<file path="config.mk">
export PLATFORM = sky130hd
export DESIGN_NAME = pwm_grp_rsp_ctrl
export DESIGN_NICKNAME = d
export VERILOG_FILES = /design/src/rtl/pwm_grp_rsp_ctrl_pkg.sv /design/src/rtl/pwm_grp_rsp_ctrl_rr_arbiter.sv /design/src/rtl/pwm_grp_rsp_ctrl.sv
export SDC_FILE = /design/constraint.sdc
export NUM_CORES = 1
export LEC_CHECK = 0
export BUFFER_PORTS_ARGS = -buffer_cell sky130_fd_sc_hd__buf_2
export CAP_MARGIN = 15
export CORE_AREA = 2 2 108 110
export DETAILED_ROUTE_END_ITERATION = 10
export DIE_AREA = 0 0 110 112
export PLACE_DENSITY = 0.67
export SLEW_MARGIN = 20
export SYNTH_ARGS = -nofsm -noshare
export SYNTH_HDL_FRONTEND = slang
export SYNTH_SLANG_ARGS = --single-unit
</file>
<file path="constraint.sdc">
create_clock -name clk -period 2.55 [get_ports clk]
set_clock_uncertainty 0.2 [all_clocks]
set_input_delay 0.1275 -clock clk [delete_from_list [all_inputs] [get_ports clk]]
set_output_delay 0.1275 -clock clk [all_outputs]
set_load 0.02 [all_outputs]
</file>
<file path="src/rtl/pwm_grp_rsp_ctrl_pkg.sv">
// PWM group response controller: shared constants and helpers.
// Group counts of the surrounding periplex plus response packet layout.
package pwm_grp_rsp_ctrl_pkg;

    // Channel counts of the peripheral groups that precede PWM in the select map.
    localparam int PERIPLEX_TOTAL_UART       = 2;
    localparam int PERIPLEX_TOTAL_I2C        = 2;
    localparam int PERIPLEX_TOTAL_GPIO_CTRLS = 2;
    localparam int PERIPLEX_TOTAL_PWM        = 4;

    localparam int PWM_SEL_BASE_DEFAULT =
        PERIPLEX_TOTAL_UART + PERIPLEX_TOTAL_I2C + PERIPLEX_TOTAL_GPIO_CTRLS;

    // Packet layout: [47:0] value, [50:48] byte-count tag.
    localparam int PWM_RSP_TAG_LSB = 48;
    localparam int PWM_RSP_TAG_W   = 3;

    // Tags 1..5 are literal byte counts; 0, 6 and 7 all mean a full 6-byte payload.
    function automatic logic [PWM_RSP_TAG_W-1:0] tag_to_len(
        input logic [PWM_RSP_TAG_W-1:0] tag
    );
        if (tag >= 3'd1 && tag <= 3'd5) begin
            return tag;
        end
        return 3'd6;
    endfunction

endpackage

</file>
<file path="src/rtl/pwm_grp_rsp_ctrl_rr_arbiter.sv">
// Round-robin priority search across the PWM response FIFOs.
// Purely combinational; the pointer is owned by the controller.
module pwm_rr_arbiter #(
    parameter int N  = 4,
    parameter int IW = 2
) (
    input  logic [N-1:0]  req_i,
    input  logic [IW-1:0] ptr_i,
    output logic [IW-1:0] grant_o,
    output logic          any_o
);

    // Scan from farthest to nearest so the closest requester at/after ptr wins.
    always_comb begin
        int j;
        grant_o = '0;
        any_o   = |req_i;
        for (int k = N - 1; k >= 0; k--) begin
            j = int'(ptr_i) + k;
            if (j >= N) begin
                j = j - N;
            end
            if (req_i[IW'(j)]) begin
                grant_o = IW'(j);
            end
        end
    end

endmodule

</file>
<file path="src/rtl/pwm_grp_rsp_ctrl.sv">
// PWM group response controller: pops one packet per beat from the
// per-channel response FIFOs and presents it to the frame encoder.
module pwm_grp_rsp_ctrl
    import pwm_grp_rsp_ctrl_pkg::*;
#(
    parameter int SEL_WIDTH        = 7,
    parameter int LEN_WIDTH        = 7,
    parameter int VALUE_WIDTH      = 48,
    parameter int ASYNC_FIFO_WIDTH = 51,
    parameter int TOTAL_PWM        = PERIPLEX_TOTAL_PWM,
    parameter int SEL_BASE         = PWM_SEL_BASE_DEFAULT
) (
    input  logic                                  clk,
    input  logic                                  rst,
    input  logic                                  pwm_grp_en,
    input  logic [TOTAL_PWM-1:0]                  rd_fifo_empty,
    input  logic [TOTAL_PWM*ASYNC_FIFO_WIDTH-1:0] rd_fifo_data,
    output logic [TOTAL_PWM-1:0]                  rd_fifo_enable,
    output logic                                  rsp_valid,
    input  logic                                  rsp_ready,
    output logic [SEL_WIDTH-1:0]                  rsp_slv_sel,
    output logic [LEN_WIDTH-1:0]                  rsp_len,
    output logic [VALUE_WIDTH-1:0]                rsp_value
);

    localparam int IW     = (TOTAL_PWM > 1) ? $clog2(TOTAL_PWM) : 1;
    localparam int NBYTES = VALUE_WIDTH / 8;

    localparam logic [1:0] IDLE = 2'd0;
    localparam logic [1:0] RD   = 2'd1;
    localparam logic [1:0] CAP  = 2'd2;
    localparam logic [1:0] SEND = 2'd3;

    logic [1:0]             state_q,  state_d;
    logic [IW-1:0]          grant_q,  grant_d;
    logic [IW-1:0]          rr_ptr_q, rr_ptr_d;
    logic [TOTAL_PWM-1:0]   rd_en_q,  rd_en_d;
    logic                   valid_q,  valid_d;
    logic [SEL_WIDTH-1:0]   sel_q,    sel_d;
    logic [LEN_WIDTH-1:0]   len_q,    len_d;
    logic [VALUE_WIDTH-1:0] value_q,  value_d;

    logic [IW-1:0]               arb_idx;
    logic                        arb_any;
    logic                        start;
    logic [ASYNC_FIFO_WIDTH-1:0] slice;
    logic [PWM_RSP_TAG_W-1:0]    tag;
    logic [LEN_WIDTH-1:0]        len_c;
    logic [VALUE_WIDTH-1:0]      value_c;

    pwm_rr_arbiter #(
        .N  (TOTAL_PWM),
        .IW (IW)
    ) u_arb (
        .req_i   (~rd_fifo_empty),
        .ptr_i   (rr_ptr_q),
        .grant_o (arb_idx),
        .any_o   (arb_any)
    );

    assign start = (state_q == IDLE) && pwm_grp_en && arb_any;
    assign slice = rd_fifo_data[int'(grant_q)*ASYNC_FIFO_WIDTH +: ASYNC_FIFO_WIDTH];
    assign tag   = slice[PWM_RSP_TAG_LSB +: PWM_RSP_TAG_W];
    assign len_c = LEN_WIDTH'(tag_to_len(tag));

    // Keep only the bytes below the decoded length; upper bytes read as zero.
    always_comb begin
        value_c = '0;
        for (int b = 0; b < NBYTES; b++) begin
            if (b < int'(len_c)) begin
                value_c[b*8 +: 8] = slice[b*8 +: 8];
            end
        end
    end

    // State and datapath registers with synchronous reset.
    always_ff @(posedge clk) begin
        if (rst) begin
            state_q  <= IDLE;
            grant_q  <= '0;
            rr_ptr_q <= '0;
            rd_en_q  <= '0;
            valid_q  <= 1'b0;
            sel_q    <= '0;
            len_q    <= '0;
            value_q  <= '0;
        end else begin
            state_q  <= state_d;
            grant_q  <= grant_d;
            rr_ptr_q <= rr_ptr_d;
            rd_en_q  <= rd_en_d;
            valid_q  <= valid_d;
            sel_q    <= sel_d;
            len_q    <= len_d;
            value_q  <= value_d;
        end
    end

    // Next-state: pop, wait out the FIFO read latency, capture, hand off.
    always_comb begin
        state_d = state_q;
        case (state_q)
            IDLE:    if (start) state_d = RD;
            RD:      state_d = CAP;
            CAP:     state_d = SEND;
            SEND:    if (rsp_ready) state_d = IDLE;
            default: state_d = IDLE;
        endcase
    end

    // Outputs: one-cycle strobe in RD, beat built in CAP, held through SEND.
    always_comb begin
        grant_d  = grant_q;
        rr_ptr_d = rr_ptr_q;
        rd_en_d  = '0;
        valid_d  = valid_q;
        sel_d    = sel_q;
        len_d    = len_q;
        value_d  = value_q;
        case (state_q)
            IDLE: begin
                if (start) begin
                    grant_d          = arb_idx;
                    rd_en_d[arb_idx] = 1'b1;
                end
            end
            CAP: begin
                sel_d    = SEL_WIDTH'(SEL_BASE) + SEL_WIDTH'(grant_q);
                len_d    = len_c;
                value_d  = value_c;
                valid_d  = 1'b1;
                rr_ptr_d = (grant_q == IW'(TOTAL_PWM - 1)) ? '0 : grant_q + 1'b1;
            end
            SEND: begin
                if (rsp_ready) valid_d = 1'b0;
            end
            default: ;
        endcase
    end

    assign rd_fifo_enable = rd_en_q;
    assign rsp_valid      = valid_q;
    assign rsp_slv_sel    = sel_q;
    assign rsp_len        = len_q;
    assign rsp_value      = value_q;

endmodule

</file>
==> metrics.cfg <==
[layout]
antenna_cells=0
layout-drive-gt1-share=0.5928
final-instance-count-excl-fill=730
area_growth_pct=49.76
nNetsFinal=799

[placed_design]
port-buffer-count=271
hpwlAfterDp_um=10130
gp_congestion=0.7958
dp_cells=710

[floorplanning]
start_util=0.3245
die_y_um=112
fp.dieW_um=110
core_area_mm2=0.01117
dieArea_mm2=0.01232
rows=39
pin_count=279

[critical_path]
cp-startpoint=grant_q[0]
rrSetupSlack_ns=0.39
critical_path_arrival_ns=2.23
critPathKind=reg2reg
cp_data_required_time_ns=2.61
rr_endpoint=rsp_value[40]
rr_startpoint=grant_q[0]
reg2reg_depth=4
crit_path_max_fanout=8
setup.worst_path.start_class=flop
endpoint_kind=flop

[hold_path]
hold-path-endpoint=rd_fifo_enable[3]
hold_path_class=in2reg
hold_depth=4
min-delay-start=rd_fifo_empty[3]

[grt]
antenna_found_initial=0
grt_pass1_wl_um=18050
grt.total_usage=0.1950
grt_pass1_vias=3556
grt.overflow.total=0
grt_start_max_net_pins=53

[power_and_ir_drop]
power.density_mw_per_mm2=746.1
power.leakage_nw=2.541
peakVddDrop_mv=0.2970

[yosys]
synth_cells=314
syn_avg_cell_area_um2=11.55
synthSimpleGateAreaFrac=0.08385
synthMuxAreaShare=0.3527
synth_edf_count=0
synth_top_cell_by_area=dfxtp_1
synth-seq-cells=65
synthAdderAreaFrac=0.01725
synth_top_area_frac=0.3589
synth_compound_area_frac=0.1259
synthXorXnorAreaFrac=0.002415
ys_top_cells_by_area=dfxtp_1 36%, mux4_2 32%, nor2_1 4.8%
synth.distinct_cells=34
synthFlopType=dfxtp_1
netlist_area_mm2=0.003626
async_flop_share=0
yosysSeqAreaShare=0.3589
synth_top_family_by_area=multiplexers
ys_warn_count=0

[route]
drt_iter0_drc=141
vias=3667
drtPass1Iterations=5
vias_per_cell=5.023
antenna_left=0
wl_per_cell_um=16.82
drt_wl_total_um=12280
drc=0

[clock_tree]
cts.sinks=65
cts_buffers=9
htree_levels=3
cts_tree=yes
root_buffer=clkbuf_16
clk_pin_slew_worst_paths_ns=0.05
clockBufferDepth=2
clkLatencyLatePin_ns=0.32

[sta]
setup_violations=0
setup_tns_ns=0
layout_min_cycle_time_ns=2.165
rsz0062_at_grt=no
fin_crit_sh=0.8490
slew_violations=0
relSlewSlack=0.5739
max_freq_mhz=461.9
tightest_slew_ns=0.6392
finalHoldViolations=0

[run_status]
status=finished clean

[flow_run]
cap_violations=0

==> worst max-delay path, cell delays in order (launching register included) <==
cell	delay (ns)
dfxtp_4	0.39
mux4_2	0.59
or3_4	0.44
a21boi_4	0.30
a22o_1	0.18
==> cells in the final DEF (no fill, tap or decap), types with 2 or more instances in the layout <==
cell / n
nand3_1: 2
dlygate4sd3_1: 4
clkbuf_16: 9
a22oi_1: 16
o21ai_0: 10
buf_2: 271
ha_1: 5
conb_1: 7
clkbuf_1: 3
a21oi_1: 6
clkinv_2: 2
nand2_1: 14
mux4_2: 51
inv_1: 13
dfxtp_1: 63
buf_4: 7
a32o_1: 8
mux2i_1: 13
nor2_1: 46
o21a_1: 2
a22o_1: 8
o21ai_1: 2
a211oi_1: 4
nor2b_1: 4
==> report_power, final <==
part / internal, W / total, W / switching (W) / leakage (nW)
Combinational: 0.000715 / 0.00158 / 0.000862 / 1.87
Sequential: 0.00119 / 0.00128 / 0.0000972 / 0.528
Clock: 0.000780 / 0.00119 / 0.000411 / 0.144
Total: 0.00268 / 0.00405 / 0.00137 / 2.54
==> through the flow <==
stage          power, W  worst slack [ns]  hold WS (ns)  area (µm²)    util
2_1_floorplan  0.002367            0.4658        0.1221        3649       -
3_3_place_gp   0.002841            0.4455        0.2322        5100  0.4564
3_5_place_dp   0.002894            0.3920        0.2385        5100  0.4564
4_1_cts        0.004110            0.3778       0.01794        5430  0.4859
5_1_grt        0.004306            0.2644       0.03274        5430  0.4859
6_report       0.004052            0.3850       0.03778        5430  0.4859
==> registers in the layout, indices dropped and copies added, names as in the netlist <==
name	flops
rsp_value	48
state_q	2
rsp_len	3
rsp_valid	1
rd_fifo_enable	4
rsp_slv_sel	3
rr_ptr_q	2
grant_q	2
==> cell type report <==
type                            instances  area, µm²
Fill cell                            1047       5744
Clock buffer                           13      250.2
Clock inverter                          3      40.04
Inverter                               13      48.80
Multi-Input combinational cell        210       2137
Sequential cell                        65       1306
Timing Repair Buffer                  283       1469
Tap cell                              143      178.9
==> cell families after synthesis <==
kind of cell,after synthesis
other,1
muxes,64
DFF,65
and+or+nand+nor,72
adders and majority gates,5
buffers and inverters,45
AOI/OAI and AO/OA,61
xor gates and xnor gates,1
==> Yosys cell counts (all sizes together) (2+ instances only) <==
library cell,number
a22o,8
nor2,46
nand3,2
mux2i,13
nand2,15
a21oi,6
dfxtp,65
inv,13
ha,5
a211oi,4
clkbuf,20
o21a,2
buf,12
a22oi,16
mux4,51
a32o,8
o21ai,12
nor2b,4
==> worst max path at each step <==
stage,slack (ns),cells after the start,endpoint
after floorplan,0.47,5,rsp_value[25]
after global placement,0.45,4,rsp_value[43]
after detailed placement,0.39,4,rsp_value[44]
after CTS,0.38,4,rsp_value[42]
after global routing,0.26,4,rsp_value[15]
final,0.39,4,rsp_value[40]
==> what timing repair did <==
| action | 4_1_cts | 5_1_grt |
|---|---|---|
| hold buffers | 4 | 0 |
| endpoints found under the setup margin | 0 | 0 |
| endpoints found under the hold margin | 14 | 0 |
| setup buffers | 0 | 0 |
| resized for setup | 0 | 0 |
==> metal layers <==
metal | global-route usage | vias to the layer above | share of wire
li1 | - | 1726 | -
met1 | 0.2313 | 1728 | 0.38
met2 | 0.3440 | 196 | 0.52
met3 | 0.03396 | 17 | 0.073
met4 | 0.07595 | 0 | 0.021
met5 | 0 | - | 0
No activity file was read; power rests on OpenSTA's default activity.
